==> src/rtl/sram_bus_arbiter.sv <==
// sram_bus_arbiter
// Shares one SRAM controller bus port between the instruction-fetch port (I)
// and the load/store port (D). D wins arbitration. A grant that stalls is
// locked: the winner's fields are latched and replayed until the controller
// drops bus_stall.
//
// Optional feature: define SRAM_ARB_FAIRNESS_EN to enable the anti-starvation
// streak counter. Once MAX_STREAK consecutive D grants have been made while I
// was waiting, the next IDLE arbitration goes to I.
//
// Ports
//   clk, rst        clock, asynchronous active-high reset
//   i_read_op       I read request; i_addr is its word address
//   i_rdata         I read data (copy of bus_data_read)
//   i_stall         I must hold its request this cycle
//   d_read_op       D read request
//   d_write_op      D write request (takes precedence over d_read_op)
//   d_addr          D word address
//   d_wdata         D write data
//   d_byte_mask     D byte enables
//   d_rdata         D read data (copy of bus_data_read)
//   d_stall         D must hold its request this cycle
//   bus_*           controller side: read_op, write_op, addr, data_write,
//                   byte_mask out; data_read and stall in
//
// Handshake: a port's access completes in the cycle it owns the bus, an op
// is driven and bus_stall=0. A requesting port sees stall=1 in every other
// cycle, and stall=0 whenever it does not request.
//
// The FSM state is held in the internal signal 'state' (IDLE, BUSY_D,
// BUSY_I) so checkers can bind to it.
module sram_bus_arbiter #(
  parameter int unsigned ADDR_W     = 20,
  parameter int unsigned DATA_W     = 32,
  parameter int unsigned MAX_STREAK = 4
) (
  input  logic                clk,
  input  logic                rst,
  input  logic                i_read_op,
  input  logic [ADDR_W-1:0]   i_addr,
  output logic [DATA_W-1:0]   i_rdata,
  output logic                i_stall,
  input  logic                d_read_op,
  input  logic                d_write_op,
  input  logic [ADDR_W-1:0]   d_addr,
  input  logic [DATA_W-1:0]   d_wdata,
  input  logic [DATA_W/8-1:0] d_byte_mask,
  output logic [DATA_W-1:0]   d_rdata,
  output logic                d_stall,
  output logic                bus_read_op,
  output logic                bus_write_op,
  output logic [ADDR_W-1:0]   bus_addr,
  output logic [DATA_W-1:0]   bus_data_write,
  output logic [DATA_W/8-1:0] bus_byte_mask,
  input  logic [DATA_W-1:0]   bus_data_read,
  input  logic                bus_stall
);

  localparam int unsigned MASK_W   = DATA_W / 8;
  localparam int unsigned STREAK_W = $clog2(MAX_STREAK + 1);

  typedef enum logic [1:0] {IDLE, BUSY_D, BUSY_I} state_t;

  state_t              state;
  logic                lat_read;
  logic                lat_write;
  logic [ADDR_W-1:0]   lat_addr;
  logic [DATA_W-1:0]   lat_wdata;
  logic [MASK_W-1:0]   lat_mask;
  logic [STREAK_W-1:0] streak;

  logic                d_req;
  logic                i_req;
  logic                force_i;
  logic                grant_d;
  logic                grant_i;
  logic                arb_read;
  logic                arb_write;
  logic [ADDR_W-1:0]   arb_addr;
  logic [DATA_W-1:0]   arb_wdata;
  logic [MASK_W-1:0]   arb_mask;
  logic                done;
  logic                d_own;
  logic                i_own;

`ifdef SRAM_ARB_FAIRNESS_EN
  localparam bit FAIR_EN = 1'b1;

  // Counts D grants made in IDLE while I is waiting; holds during BUSY.
  always_ff @(posedge clk or posedge rst) begin
    if (rst) begin
      streak <= '0;
    end else if (state == IDLE) begin
      if (!i_req || grant_i) begin
        streak <= '0;
      end else if (grant_d && streak != STREAK_W'(MAX_STREAK)) begin
        streak <= streak + STREAK_W'(1);
      end
    end
  end
`else
  localparam bit FAIR_EN = 1'b0;

  assign streak = '0;
`endif

  assign d_req   = d_read_op | d_write_op;
  assign i_req   = i_read_op;
  assign force_i = FAIR_EN && i_req && (streak == STREAK_W'(MAX_STREAK));
  assign grant_d = d_req & ~force_i;
  assign grant_i = i_req & ~grant_d;

  // Fields of the IDLE-cycle winner. A D write suppresses the read op.
  always_comb begin
    arb_read  = 1'b0;
    arb_write = 1'b0;
    arb_addr  = '0;
    arb_wdata = '0;
    arb_mask  = '0;
    if (grant_d) begin
      arb_read  = d_read_op & ~d_write_op;
      arb_write = d_write_op;
      arb_addr  = d_addr;
      arb_wdata = d_wdata;
      arb_mask  = d_byte_mask;
    end else if (grant_i) begin
      arb_read  = 1'b1;
      arb_addr  = i_addr;
    end
  end

  // Reset forces the bus idle immediately, even if requests are still up.
  always_comb begin
    bus_read_op    = 1'b0;
    bus_write_op   = 1'b0;
    bus_addr       = '0;
    bus_data_write = '0;
    bus_byte_mask  = '0;
    if (!rst) begin
      if (state == IDLE) begin
        bus_read_op    = arb_read;
        bus_write_op   = arb_write;
        bus_addr       = arb_addr;
        bus_data_write = arb_wdata;
        bus_byte_mask  = arb_mask;
      end else begin
        bus_read_op    = lat_read;
        bus_write_op   = lat_write;
        bus_addr       = lat_addr;
        bus_data_write = lat_wdata;
        bus_byte_mask  = lat_mask;
      end
    end
  end

  assign done    = (bus_read_op | bus_write_op) & ~bus_stall;
  assign d_own   = (state == IDLE) ? grant_d : (state == BUSY_D);
  assign i_own   = (state == IDLE) ? grant_i : (state == BUSY_I);
  assign d_stall = ~rst & d_req & ~(d_own & done);
  assign i_stall = ~rst & i_req & ~(i_own & done);
  assign d_rdata = bus_data_read;
  assign i_rdata = bus_data_read;

  always_ff @(posedge clk or posedge rst) begin
    if (rst) begin
      state     <= IDLE;
      lat_read  <= 1'b0;
      lat_write <= 1'b0;
      lat_addr  <= '0;
      lat_wdata <= '0;
      lat_mask  <= '0;
    end else begin
      case (state)
        IDLE: begin
          if ((grant_d || grant_i) && bus_stall) begin
            lat_read  <= arb_read;
            lat_write <= arb_write;
            lat_addr  <= arb_addr;
            lat_wdata <= arb_wdata;
            lat_mask  <= arb_mask;
            state     <= grant_d ? BUSY_D : BUSY_I;
          end
        end
        BUSY_D, BUSY_I: begin
          // Completion always returns to IDLE; the next grant is decided there.
          if (!bus_stall) begin
            state <= IDLE;
          end
        end
        default: state <= IDLE;
      endcase
    end
  end

endmodule

==> config.mk <==
export PLATFORM = sky130hd
export DESIGN_NAME = sram_bus_arbiter
export DESIGN_NICKNAME = d
export VERILOG_FILES = /design/src/rtl/sram_bus_arbiter.sv
export SDC_FILE = /design/constraint.sdc
export NUM_CORES = 1
export LEC_CHECK = 0
export CORE_ASPECT_RATIO = 1.2
export CORE_MARGIN = 10
export CORE_UTILIZATION = 39
export CTS_CLUSTER_DIAMETER = 100
export DETAILED_ROUTE_END_ITERATION = 10
export MAX_ROUTING_LAYER = met4
export PLACE_DENSITY = 0.82
export SLEW_MARGIN = 20
export SYNTH_ARGS = -nofsm -noshare
export SYNTH_HDL_FRONTEND = slang
export SYNTH_SLANG_ARGS = --single-unit
==> constraint.sdc <==
create_clock -name clk -period 3.3 [get_ports clk]
set_input_delay 0.495 -clock clk [delete_from_list [all_inputs] [get_ports clk]]
set_output_delay 0.495 -clock clk [all_outputs]
set_load 0.01 [all_outputs]
; ---- Word level (Yosys, flattened, before mapping)
; Index checks and enable logic that the tools add are counted.
[word_totals]
output_inout_bits = 124
elab_cells = 56
input_bits = 114
regBits = 60
[classes]
n_mux = 23
n_reduce_logical = 6
bitwise = 17
eq_ne = 4
[op_table]
columns = operator, count
row1 = two-way mux 32 bit, 3
row2 = two-way mux 20 bit, 4
row3 = two-way mux 4 bit, 3
row4 = AND 1 bit, 9
row5 = two-way mux 1 bit, 9
row6 = two-way mux 2 bit, 3
row7 = inverter 1 bit, 6
row8 = case mux 2 bit (2 select lines), 1
row9 = AND reduction 2 bit, 2
row10 = equality test 2 x 1 -> 1 bit (second input constant), 1
row11 = equality test 2 bit (second input constant), 1
row12 = zero test 2 bit, 1
row13 = != test 2 x 1 -> 1 bit (second input constant), 1
row14 = != test 2 bit (second input constant), 1
row15 = OR 1 bit, 2
row16 = OR reduction 2 bit, 1
row17 = logical AND 1 bit, 1
row18 = logical OR 1 bit, 1

; ---- Depth between registers and ports, before layout
[logic_depth]
depth_word = 12
ltp_mapped = 7
depth_no_buf = 5

; ---- Least setup slack after synthesis
; Ideal clock, no wire load.
[synth_timing]
path_kind = input-to-output
start = input rst
end = output d_stall
setup_slack_ns = 0.289
t_arrival_ns = 2.516
stages = 4
path_buffers = 2
t_required_ns = 2.805
path_cell_list = clkbuf_1 -> clkbuf_1 -> inv_1 -> o311a_1
[synth_between]
elab_chain_cells = 6
word_cells_on_any_way = 9
cone_classes = 2 x mux / 7 x bitwise
[synth_lines]
columns = element, line_no
row1 = "start, declared", 38  ; input logic rst,
row2 = two-way mux 1 bit, 139  ; if (!rst) begin
row3 = OR 1 bit, 156  ; assign done = (bus_read_op | bus_write_op) & ~bus_stall;
row4 = AND 1 bit, 156
row5 = AND 1 bit, 159  ; assign d_stall = ~rst & d_req & ~(d_own & done);
row6 = inverter 1 bit, 159
row7 = AND 1 bit *, 159
row8 = "end, declared", 49  ; output logic d_stall,
; Every way passes the cells marked *; elsewhere a longest branch is shown, timed or not.

; ---- Final worst setup path
[layout_timing]
start = register state[0]
end = output bus_addr[14]
[layout_between]
elab_chain_cells = 3
[layout_lines]
columns = element, line_no
row1 = "start, declared", 64  ; state_t state;
row2 = "start signal, assigned", 181  ; state <= grant_d ? BUSY_D : BUSY_I;
row3 = zero test 2 bit, 140  ; if (state == IDLE) begin
row4 = two-way mux 20 bit, 140
row5 = two-way mux 20 bit, 139
row6 = "end, declared", 52  ; output logic [ADDR_W-1:0] bus_addr,
; Every way passes these cells.

==> impl_metrics.ini <==
[yosys]
syn_nets = 662
synth-seq-area-share = 0.3582
postSynth.asyncResetShare = 1.000
synth_edf_count = 0
syn_inst = 545
synth.distinct_cells = 31
syn_avg_cell_area_um2 = 7.691
netlist_area_um2 = 4192
ys.flop_type = dfrtp_1
ys_warn_count = 0
ys_ff_latch = 60

[power_and_ir_drop]
seq_power_share = 0.308
internal_power_w = 0.002690
combPwrFrac = 0.451
power.net_switching_w = 0.001468
power_frac_clock = 0.241
p_leak_nw = 2.264
swShare = 0.3530
power_density_nw_per_um2 = 754.5
max-vdd-ir-drop_mv = 0.3611

[clock_tree]
cts.clk_slew.worst_paths_ns = 0.05
h-tree-depth = 3
clock_sinks = 60
cts_hold_buffers = 0
clockBufferDepth = 2
numCtsBuffers = 9
cts_tree = built
ctsResizeCount = 0
cts_setup_buffers = 0
cts_root_buf = clkbuf_16
clock_latency_ns = 0.32

[status]
status = finished clean

[grt]
grt_pass1_wl_um = 19120
gr-total-overflow = 0
grt_pass1_vias = 3796
grt_max_degree = 75
antenna_found_initial = 0
grtUsageTotal = 0.1535

[drt]
drc_errors = 0
ant_nets = 0
vias_per_cell = 5.217
vias = 3819
wl_per_cell_um = 15.68
drt_iter0_markers = 222
wirelength_um = 11480
drt-pass1-iter-count = 5

[timing]
clock_skew_ns = 0.007339
final-hold-violation-count = 0
tns_ns = 0
slew_headroom = 0.4199
drv_slew = 0
max_freq_mhz = 333.2
min_period_over_period = 0.9095
min_period_ns = 3.001
worst_pin_slew_ns = 0.8702
setup_viol = 0
rsz0062_at_grt = false

[place]
postPlaceCellArea_um2 = 5185
place_congestion = 0.7927
hpwlAfterDp_um = 8621
dpl.cell_count = 716
io_buffers = 141

[worst_setup_path]
crit_cells = 6
cp.arrival_ns = 2.51
end_kind = output pin
cp_max_fo = 56
worstPathRequired_ns = 2.80
crit_path_max_incr_delay_ns = 0.62
path_cells = inv_1 -> ha_4 -> buf_12 -> nor2_1 -> a211oi_1 -> clkdlybuf4s50_1
r2r_cells = 6
startpoint_type = flop
critPathKind = flop to output pin
cp_slowest_cell = clkdlybuf4s50_1
path_buf_inv = 3
crit_family = buffers and inverters

[final_layout]
drive_above_1_share = 0.06468
antenna_cells = 0
fin_cells = 732
layout_common_cells = clkdlybuf4s50_1 (140), nand2_1 (95), dfrtp_1 (60)
syn2layout_area_growth_pct = 31.49
finalInstanceArea_um2 = 5512
layout_commonest_cell = clkdlybuf4s50_1
fin_nets = 715
nFillCells = 972

[floorplanning]
start_util = 0.3986
io_pins = 238
die_area_um2 = 15310
core_um2 = 10520
die_h_um = 133.6
die_w_um = 114.6
row_count = 41

[worst_hold_path]
min_path_type = flop to flop
hold_path_depth = 2

[run]
drv_cap = 0
layout make-up:
cell class,count,area (um2),area share
Clock buffer,10,239.0,0.04336
Tap cell,129,161.4,0.02928
Clock inverter,6,87.58,0.01589
Sequential cell,60,1501,0.2724
Inverter,4,15.01,0.002724
Multi-Input combinational cell,365,1948,0.3535
Timing Repair Buffer,158,1559,0.2829
worst register-to-register path: stages (launching register included):
cell and delay (ns):
dfrtp_1 0.41, inv_1 0.14, ha_4 0.37, buf_12 0.29, o311ai_4 0.16, buf_4 0.30, mux2_2 0.33
Yosys cell counts (2+ instances only):
library cell / number / share of area
a211oi_1: 20 / 0.036
a21oi_1: 37 / 0.044
a31oi_1: 19 / 0.028
buf_1: 2 / 0.0018
buf_2: 17 / 0.020
buf_4: 73 / 0.13
clkbuf_1: 22 / 0.020
dfrtp_1: 60 / 0.36
ha_1: 3 / 0.0090
inv_1: 4 / 0.0036
mux2i_1: 2 / 0.0048
nand2_1: 95 / 0.085
nand2b_1: 37 / 0.055
nand3_1: 39 / 0.047
nor2_1: 23 / 0.021
o21a_1: 19 / 0.034
o21ai_0: 46 / 0.055
o21ai_1: 13 / 0.016
o311a_1: 2 / 0.0048
power groups by stage:
stage | sequential [W] | combinational [W] | clock, W
6_report | 0.00128 | 0.00187 | 0.00100
5_1_grt | 0.00133 | 0.00211 | 0.00107
4_1_cts | 0.00128 | 0.00190 | 0.00103
3_5_place_dp | 0.00129 | 0.00189 | 0
3_3_place_gp | 0.00127 | 0.00184 | 0
2_1_floorplan | 0.00124 | 0.00127 | 0
cell families after synthesis:
family / after synthesis / share of synthesized area
compound gates: 161 / 0.2322
fa+ha+maj: 3 / 0.008956
buf+inv: 120 / 0.1800
flops: 60 / 0.3582
mux: 3 / 0.007463
simple gates: 198 / 0.2131
path summary, 6_finish.rpt:
path | from | endpoint | slack (ns)
max | state[0] | bus_addr[14] | 0.30
min | lat_wdata[23] | lat_wdata[23] | 0.48
max reg2reg | state[0] | lat_read | 1.19
min reg2reg | lat_wdata[23] | lat_wdata[23] | 0.48
max in group asynchronous | rst | lat_wdata[1] | 2.29
min in group asynchronous | rst | lat_addr[5] | 0.70
per-stage QoR:
stage	worst slack, ns	power, W	hold WS [ns]	utilization
after global routing	0.07388	0.004511	0.5082	0.5241
after CTS	0.2896	0.004213	0.4839	0.5241
final	0.2986	0.004159	0.4778	0.5241
after global placement	0.4879	0.003108	0.4618	0.4930
after floorplan	0.2888	0.002510	0.4502	-
after detailed placement	0.3930	0.003186	0.4721	0.4930
sequential cells by signal, indices dropped and copies added (netlist names):
name,flops
lat_addr,20
lat_mask,4
lat_read,1
lat_wdata,32
lat_write,1
state,2
per-layer routing:
metal | GRT usage | up-vias | part of all wire | wire [um]
met5 | - | - | 0 | 0
met4 | 0.06625 | 0 | 0.026 | 294
met3 | 0.05436 | 32 | 0.089 | 1023
met2 | 0.2464 | 145 | 0.49 | 5622
met1 | 0.1672 | 1745 | 0.40 | 4537
li1 | - | 1897 | - | -
(Power assumes the default switching activity.)
